==> src/rtl/phy_pkg.sv <==
// Shared PHY definitions: line symbols and the transmit lane state encoding.
package phy_pkg;

    localparam logic [7:0] COMMA_K28_5          = 8'hBC;
    localparam int         DEFAULT_TRAIN_COMMAS = 4;

    typedef enum logic {
        TRAIN = 1'b0,
        RUN   = 1'b1
    } tx_state_t;

endpackage

==> src/rtl/paralelo_serie_tx.sv <==
// One-lane parallel-to-serial transmitter: sends training commas after reset,
// then shifts out accepted bytes MSB first, one bit per clk_8f cycle.
module paralelo_serie_tx
    import phy_pkg::*;
#(
    parameter int                DATA_W       = 8,
    parameter logic [DATA_W-1:0] COMMA        = COMMA_K28_5,
    parameter int                TRAIN_COMMAS = DEFAULT_TRAIN_COMMAS
) (
    input  logic              clk_8f,
    input  logic              reset,
    input  logic [DATA_W-1:0] data_in,
    input  logic              valid_in,
    output logic              ready_out,
    output logic              data_out,
    output logic              frame_start,
    output logic              active_out
);

    localparam int             CNT_W    = $clog2(DATA_W);
    localparam logic [CNT_W-1:0] CNT_LAST = CNT_W'(DATA_W - 1);
    localparam logic [3:0]     CCNT_END = 4'(TRAIN_COMMAS);

    logic [CNT_W-1:0]  cnt, cnt_next;
    logic [DATA_W-1:0] sr, sr_next;
    logic [3:0]        ccnt, ccnt_next;
    tx_state_t         state, state_next;

    // cnt resets to the last bit position so the very first edge is a load edge.
    always_ff @(posedge clk_8f or negedge reset) begin
        if (!reset) begin
            cnt   <= CNT_LAST;
            sr    <= '0;
            ccnt  <= '0;
            state <= TRAIN;
        end else begin
            cnt   <= cnt_next;
            sr    <= sr_next;
            ccnt  <= ccnt_next;
            state <= state_next;
        end
    end

    always_comb begin
        cnt_next   = cnt + 1'b1;
        sr_next    = {sr[DATA_W-2:0], 1'b0};
        ccnt_next  = ccnt;
        state_next = state;
        if (cnt == CNT_LAST) begin
            cnt_next = '0;
            if (state == TRAIN) begin
                // Switch to RUN on the edge that loads the final training comma.
                sr_next   = COMMA;
                ccnt_next = ccnt + 1'b1;
                if (ccnt_next == CCNT_END) begin
                    state_next = RUN;
                end
            end else if (valid_in) begin
                sr_next = data_in;
            end else begin
                sr_next = COMMA;
            end
        end
    end

    // cnt only reaches 0 after a real edge, so frame_start stays low in reset.
    assign data_out    = sr[DATA_W-1];
    assign frame_start = (cnt == '0);
    assign ready_out   = (state == RUN) && (cnt == CNT_LAST);
    assign active_out  = (state == RUN);

endmodule

==> config.mk <==
export PLATFORM = sky130hd
export DESIGN_NAME = paralelo_serie_tx
export DESIGN_NICKNAME = d
export VERILOG_FILES = /design/src/rtl/phy_pkg.sv /design/src/rtl/paralelo_serie_tx.sv
export SDC_FILE = /design/constraint.sdc
export NUM_CORES = 1
export LEC_CHECK = 0
export ABC_AREA = 1
export ABC_CLOCK_PERIOD_IN_PS = 1500
export BUFFER_PORTS_ARGS = -buffer_cell sky130_fd_sc_hd__buf_4
export CORE_MARGIN = 2
export CORE_UTILIZATION = 40
export DETAILED_ROUTE_END_ITERATION = 16
export MAX_ROUTING_LAYER = met4
export PLACE_DENSITY = 0.61
export SLEW_MARGIN = 20
export SYNTH_ARGS = -nofsm -noshare
export SYNTH_HDL_FRONTEND = slang
export SYNTH_SLANG_ARGS = --single-unit
==> constraint.sdc <==
create_clock -name clk_8f -period 1.5 [get_ports clk_8f]
set_input_delay 0.15 -clock clk_8f [delete_from_list [all_inputs] [get_ports clk_8f]]
set_output_delay 0.15 -clock clk_8f [all_outputs]
set_load 0.02 [all_outputs]
## Word level (Yosys, flattened, before mapping)

Cells that the tools add are included.

| word-level totals | value |
|---|---|
| register bits | 16 |
| input bits | 11 |
| output and inout port bits | 4 |
| logic and storage cells | 18 |

| cells by class | value |
|---|---|
| add/subtract/negate cells | 2 |
| equal/unequal tests | 2 |
| multiplexer cells | 6 |
| bitwise gates (word level) | 1 |
| reduce and logical (&&, ||, !) cells | 3 |

Operator list:

| kind | number |
|---|---|
| 8-bit two-way mux | 3 |
| 4-bit by 1-bit adder with 4-bit output, second input constant | 1 |
| 4-bit by 3-bit == test with 1-bit output, second input constant | 1 |
| 3-bit by 1-bit adder with 3-bit output, second input constant | 1 |
| 3-bit == test, second input constant | 1 |
| 3-bit logical NOT | 1 |
| 3-bit two-way mux | 1 |
| 1-bit two-way mux | 2 |
| 2-bit AND reduction | 1 |
| 1-bit logical AND | 1 |
| 1-bit inverter | 1 |

## Longest topological paths before layout

| depth | value |
|---|---|
| depth in word-level cells | 4 |
| gate-level depth with buffers | 9 |
| depth with buffers taken out | 8 |

## Worst setup path after synthesis

Ideal clock, no wire load.

| timing | value |
|---|---|
| kind | register -> register |
| start point | register cnt[0] |
| end point | register sr[2] |
| library setup time | 0.117 ns |
| data arrival time | 1.322 ns |
| data required time | 1.383 ns |
| setup slack | 0.061 ns |
| stages on the path, launching flop included | 9 |
| buffers on the path | 1 |
| period minus slack after synthesis | 1.439 ns |
| cells stage by stage | dfstp_2 -> ha_1 -> ha_1 -> buf_6 -> nand2_1 -> inv_2 -> nand2_4 -> nor2_1 -> nor2_1 |

| between the ends | value |
|---|---|
| cells in the longest elaborated chain, start to end | 2 |

RTL lines:

| what | line | text |
|---|---|---|
| start: declaration | paralelo_serie_tx.sv:24 | `logic [CNT_W-1:0] cnt, cnt_next;` |
| start signal: assignment | paralelo_serie_tx.sv:37 | `cnt <= cnt_next;` |
| 3-bit == test | paralelo_serie_tx.sv:49 | `if (cnt == CNT_LAST) begin` |
| 8-bit two-way mux | paralelo_serie_tx.sv:49 |  |
| via sr_next[2] | paralelo_serie_tx.sv:25 | `logic [DATA_W-1:0] sr, sr_next;` |
| end signal: assignment | paralelo_serie_tx.sv:38 | `sr <= sr_next;` |
| end: declaration | paralelo_serie_tx.sv:25 |  |

The timed path passes the listed nets, and every way through them passes these cells.
A chain may end at the register's enable or synchronous reset.

## Worst setup path in the final report

| timing | value |
|---|---|
| start point | register cnt[0] |
| end point | output ready_out |

| between the ends | value |
|---|---|
| cells in the longest elaborated chain, start to end | 2 |

RTL lines:

| what | line | text |
|---|---|---|
| 3-bit == test | paralelo_serie_tx.sv:69 | `assign ready_out = (state == RUN) && (cnt == CNT_LAST);` |
| 1-bit logical AND | paralelo_serie_tx.sv:69 |  |
| end: declaration | paralelo_serie_tx.sv:14 | `output logic ready_out,` |

No other way between the ends.

==> out/qor.txt <==
hold depth - 3
Port Buffer Count - 14
reg2reg path depth - 8
top area cells in the synthesized netlist - dfrtp_1, dfstp_2, nor2_1
CP max stage cell - dfstp_2
failing checks - setup timing
CP Capture Type - primary output
CP required - 1.35 ns
final hold vios - 0
P&R area growth vs syn - 37.3%
Peak supply drop - 443 µV
PD cells - 773 nW/µm²
drt wl/cell - 10.5 µm
Synth top cells by count - nor2_1, nand2_1, dfrtp_1
Max FO, Critical Path - 2
Ys Warns - 0
antenna violations before repair - 0
CP Launch Type - flop
Vias/cell - 4.34
Fin Clk Skew - 0.00449 ns
total gr overflow - 0
Critical Path AT - 1.37 ns
Chip Width - 46.4 µm
GRT Total Usage - 0.157
largest net degree at the start of global routing - 17
Hold Crit Class - input port to flop
FILL cells - 168
Hold EP - sr[1]$_DFF_PN0_
sequential share of the synthesized area - 0.561
cell mode on critical path - ha_4
layout cells sized above 1 - 0.385
Vias - 560
end of the worst register-to-register path - ccnt[2]$_DFFE_PN0P_
Routability Congestion - 0.764
clk_lat worst skew - 0.28 ns
fin crit period - 1.52 ns
H-tree Lvls - 1
CP delay by family, top - flip-flops
final antenna diode count - 0
Die Y-Extent - 46.4 µm
Main synth FF type - dfrtp_1
Post-route DRC - 0
Max Slew Vio Count - 0
CTS tree - yes
CTS sink count - 16
top-count cell post-synth - nor2_1
syn_area_per_cell - 9.01 µm²
Pre-antenna DRT Iters - 4
dpl cells - 119
setup TNS - -0.0195 ns
Ports - 15
static leakage - 0.522 nW
total CTS buffers - 3
post-route ant nets - 0
synthesized net count - 95
core footprint - 1710 µm²
RSZ-0062 raised after global routing - yes
Crit path largest cell delay - 0.58 ns
r2r setup slk - 0.08 ns
initial core utilization - 0.422
Root Driver - clkbuf_4
worst hold slack - 0.0604 ns
largest area contributor in the netlist - dfrtp_1
final cell count without fillers - 129
Reg clk slew, reported paths - 0.09 ns
crit-path cells - ha_4 > ha_4 > nand2_2 > inv_2 > buf_6
crit path kind - flop to primary output
number of flops mapped to enable cells by yosys - 0
Mapped Cells - 80
worst setup margin - -0.0159 ns
Synth async-reset ratio - 1.00
status - complete, but fails checks
die area - 2160 µm²
Clock Tree Buf Depth - 2
Max transition margin - 0.846
first-pass GRT wire length - 2.24 mm
DPL Wire Length - 924 µm
#FFs+latches synth - 16
synthesized cell area - 721 µm²
DR iter-0 viols - 9
HP Start - data_in[1]
top cell type's share of synthesized area - 0.451
fin crit share - 1.01
FP Rows - 15
Power, Total - 0.765 mW
Worst Max-Slew Pin Slew - 0.230 ns
fmax - 660 MHz
max_cap viols - 0
Final #Nets - 120
CP Buf/Inv Count - 2
vias in the first global route - 542
worst reg2reg path startpoint - cnt[0]$_DFF_PN1_
library cells used by synthesis - 14
wirelength, routed - 1.36 mm
setup violators final - 2
## worst reg2reg max path, stage by stage, from the launching register on
cell	delay, ns
dfstp_2	0.58
ha_4	0.15
ha_4	0.13
buf_4	0.12
inv_4	0.04
nor2_4	0.13
nand2_1	0.07
nand2_1	0.07
o21ai_2	0.05
## metrics by stage
stage                     setup WS [ns]   util  area, µm²
after floorplan                  0.0609      -        721
after global placement            0.118  0.500        853
after detailed placement         0.0907  0.500        853
after CTS                       -0.0160  0.566        967
after global routing            -0.0714  0.579        990
final                           -0.0159  0.579        990
## state kept, by name, indices dropped and copies added (netlist names)
register	flops
active_out	1
ccnt	4
sr	8
cnt	3
## cells by family after synthesis
| logic type | Yosys count | synth area share |
|---|---|---|
| AOI/OAI and AO/OA | 1 | 0.0122 |
| and+or+nand+nor | 45 | 0.267 |
| DFF | 16 | 0.561 |
| buffers and inverters | 13 | 0.0781 |
| xor gates and xnor gates | 1 | 0.0122 |
| adders and majority gates | 4 | 0.0694 |
## cells in the final DEF, fill, tap and decap left out, drive strengths merged
master / count
inv: 12
nand2: 19
dfstp: 3
nand4: 2
nand3: 3
nor2: 21
dfrtp: 13
clkbuf: 4
ha: 4
dlygate4sd3: 1
buf: 20
xor2: 1
o21ai: 1
## worst max-delay path by stage
| stage | cells past startpoint | startpoint | end |
|---|---|---|---|
| 6_report | 5 | cnt[0]$_DFF_PN1_ | ready_out |
| 5_1_grt | 5 | cnt[0]$_DFF_PN1_ | ready_out |
| 4_1_cts | 5 | cnt[1]$_DFF_PN1_ | ready_out |
| 3_3_place_gp | 7 | cnt[0]$_DFF_PN1_ | ccnt[3]$_DFFE_PN0P_ |
| 2_1_floorplan | 8 | cnt[0]$_DFF_PN1_ | sr[2]$_DFF_PN0_ |
| 3_5_place_dp | 7 | cnt[0]$_DFF_PN1_ | ccnt[2]$_DFFE_PN0P_ |
## per-layer routing
| layer | GRT usage | routed length, µm |
|---|---|---|
| met1 | 0.220 | 618 |
| met5 | - | 0 |
| met2 | 0.206 | 644 |
| met3 | 0.0275 | 73 |
| met4 | 0.103 | 23 |
## area by class of cell
type / count / area, µm² / share of cell area
clock buffers: 4 / 36.3 / 0.0367
inverters: 12 / 50.0 / 0.0506
multi-input cells: 51 / 300 / 0.303
flip-flops and latches: 16 / 404 / 0.408
well taps: 25 / 31.3 / 0.0316
repair buffers: 21 / 168 / 0.169
## where the power goes
group / internal [mW] / total, mW / switching [mW] / leakage (nW)
Combinational: 0.0235 / 0.0424 / 0.0189 / 0.316
Sequential: 0.441 / 0.443 / 0.00232 / 0.185
Clock: 0.148 / 0.280 / 0.132 / 0.0210
## timing repair
action / CTS / global route
setup buffers: 4 / 1
resized for setup: 9 / 4
pin swaps: 3 / 2
endpoints found under the hold margin: 16 / 0
endpoints found under the setup margin: 1 / 5
hold buffers: 1 / 0
Note: power is estimated with default switching activity, not from simulation.
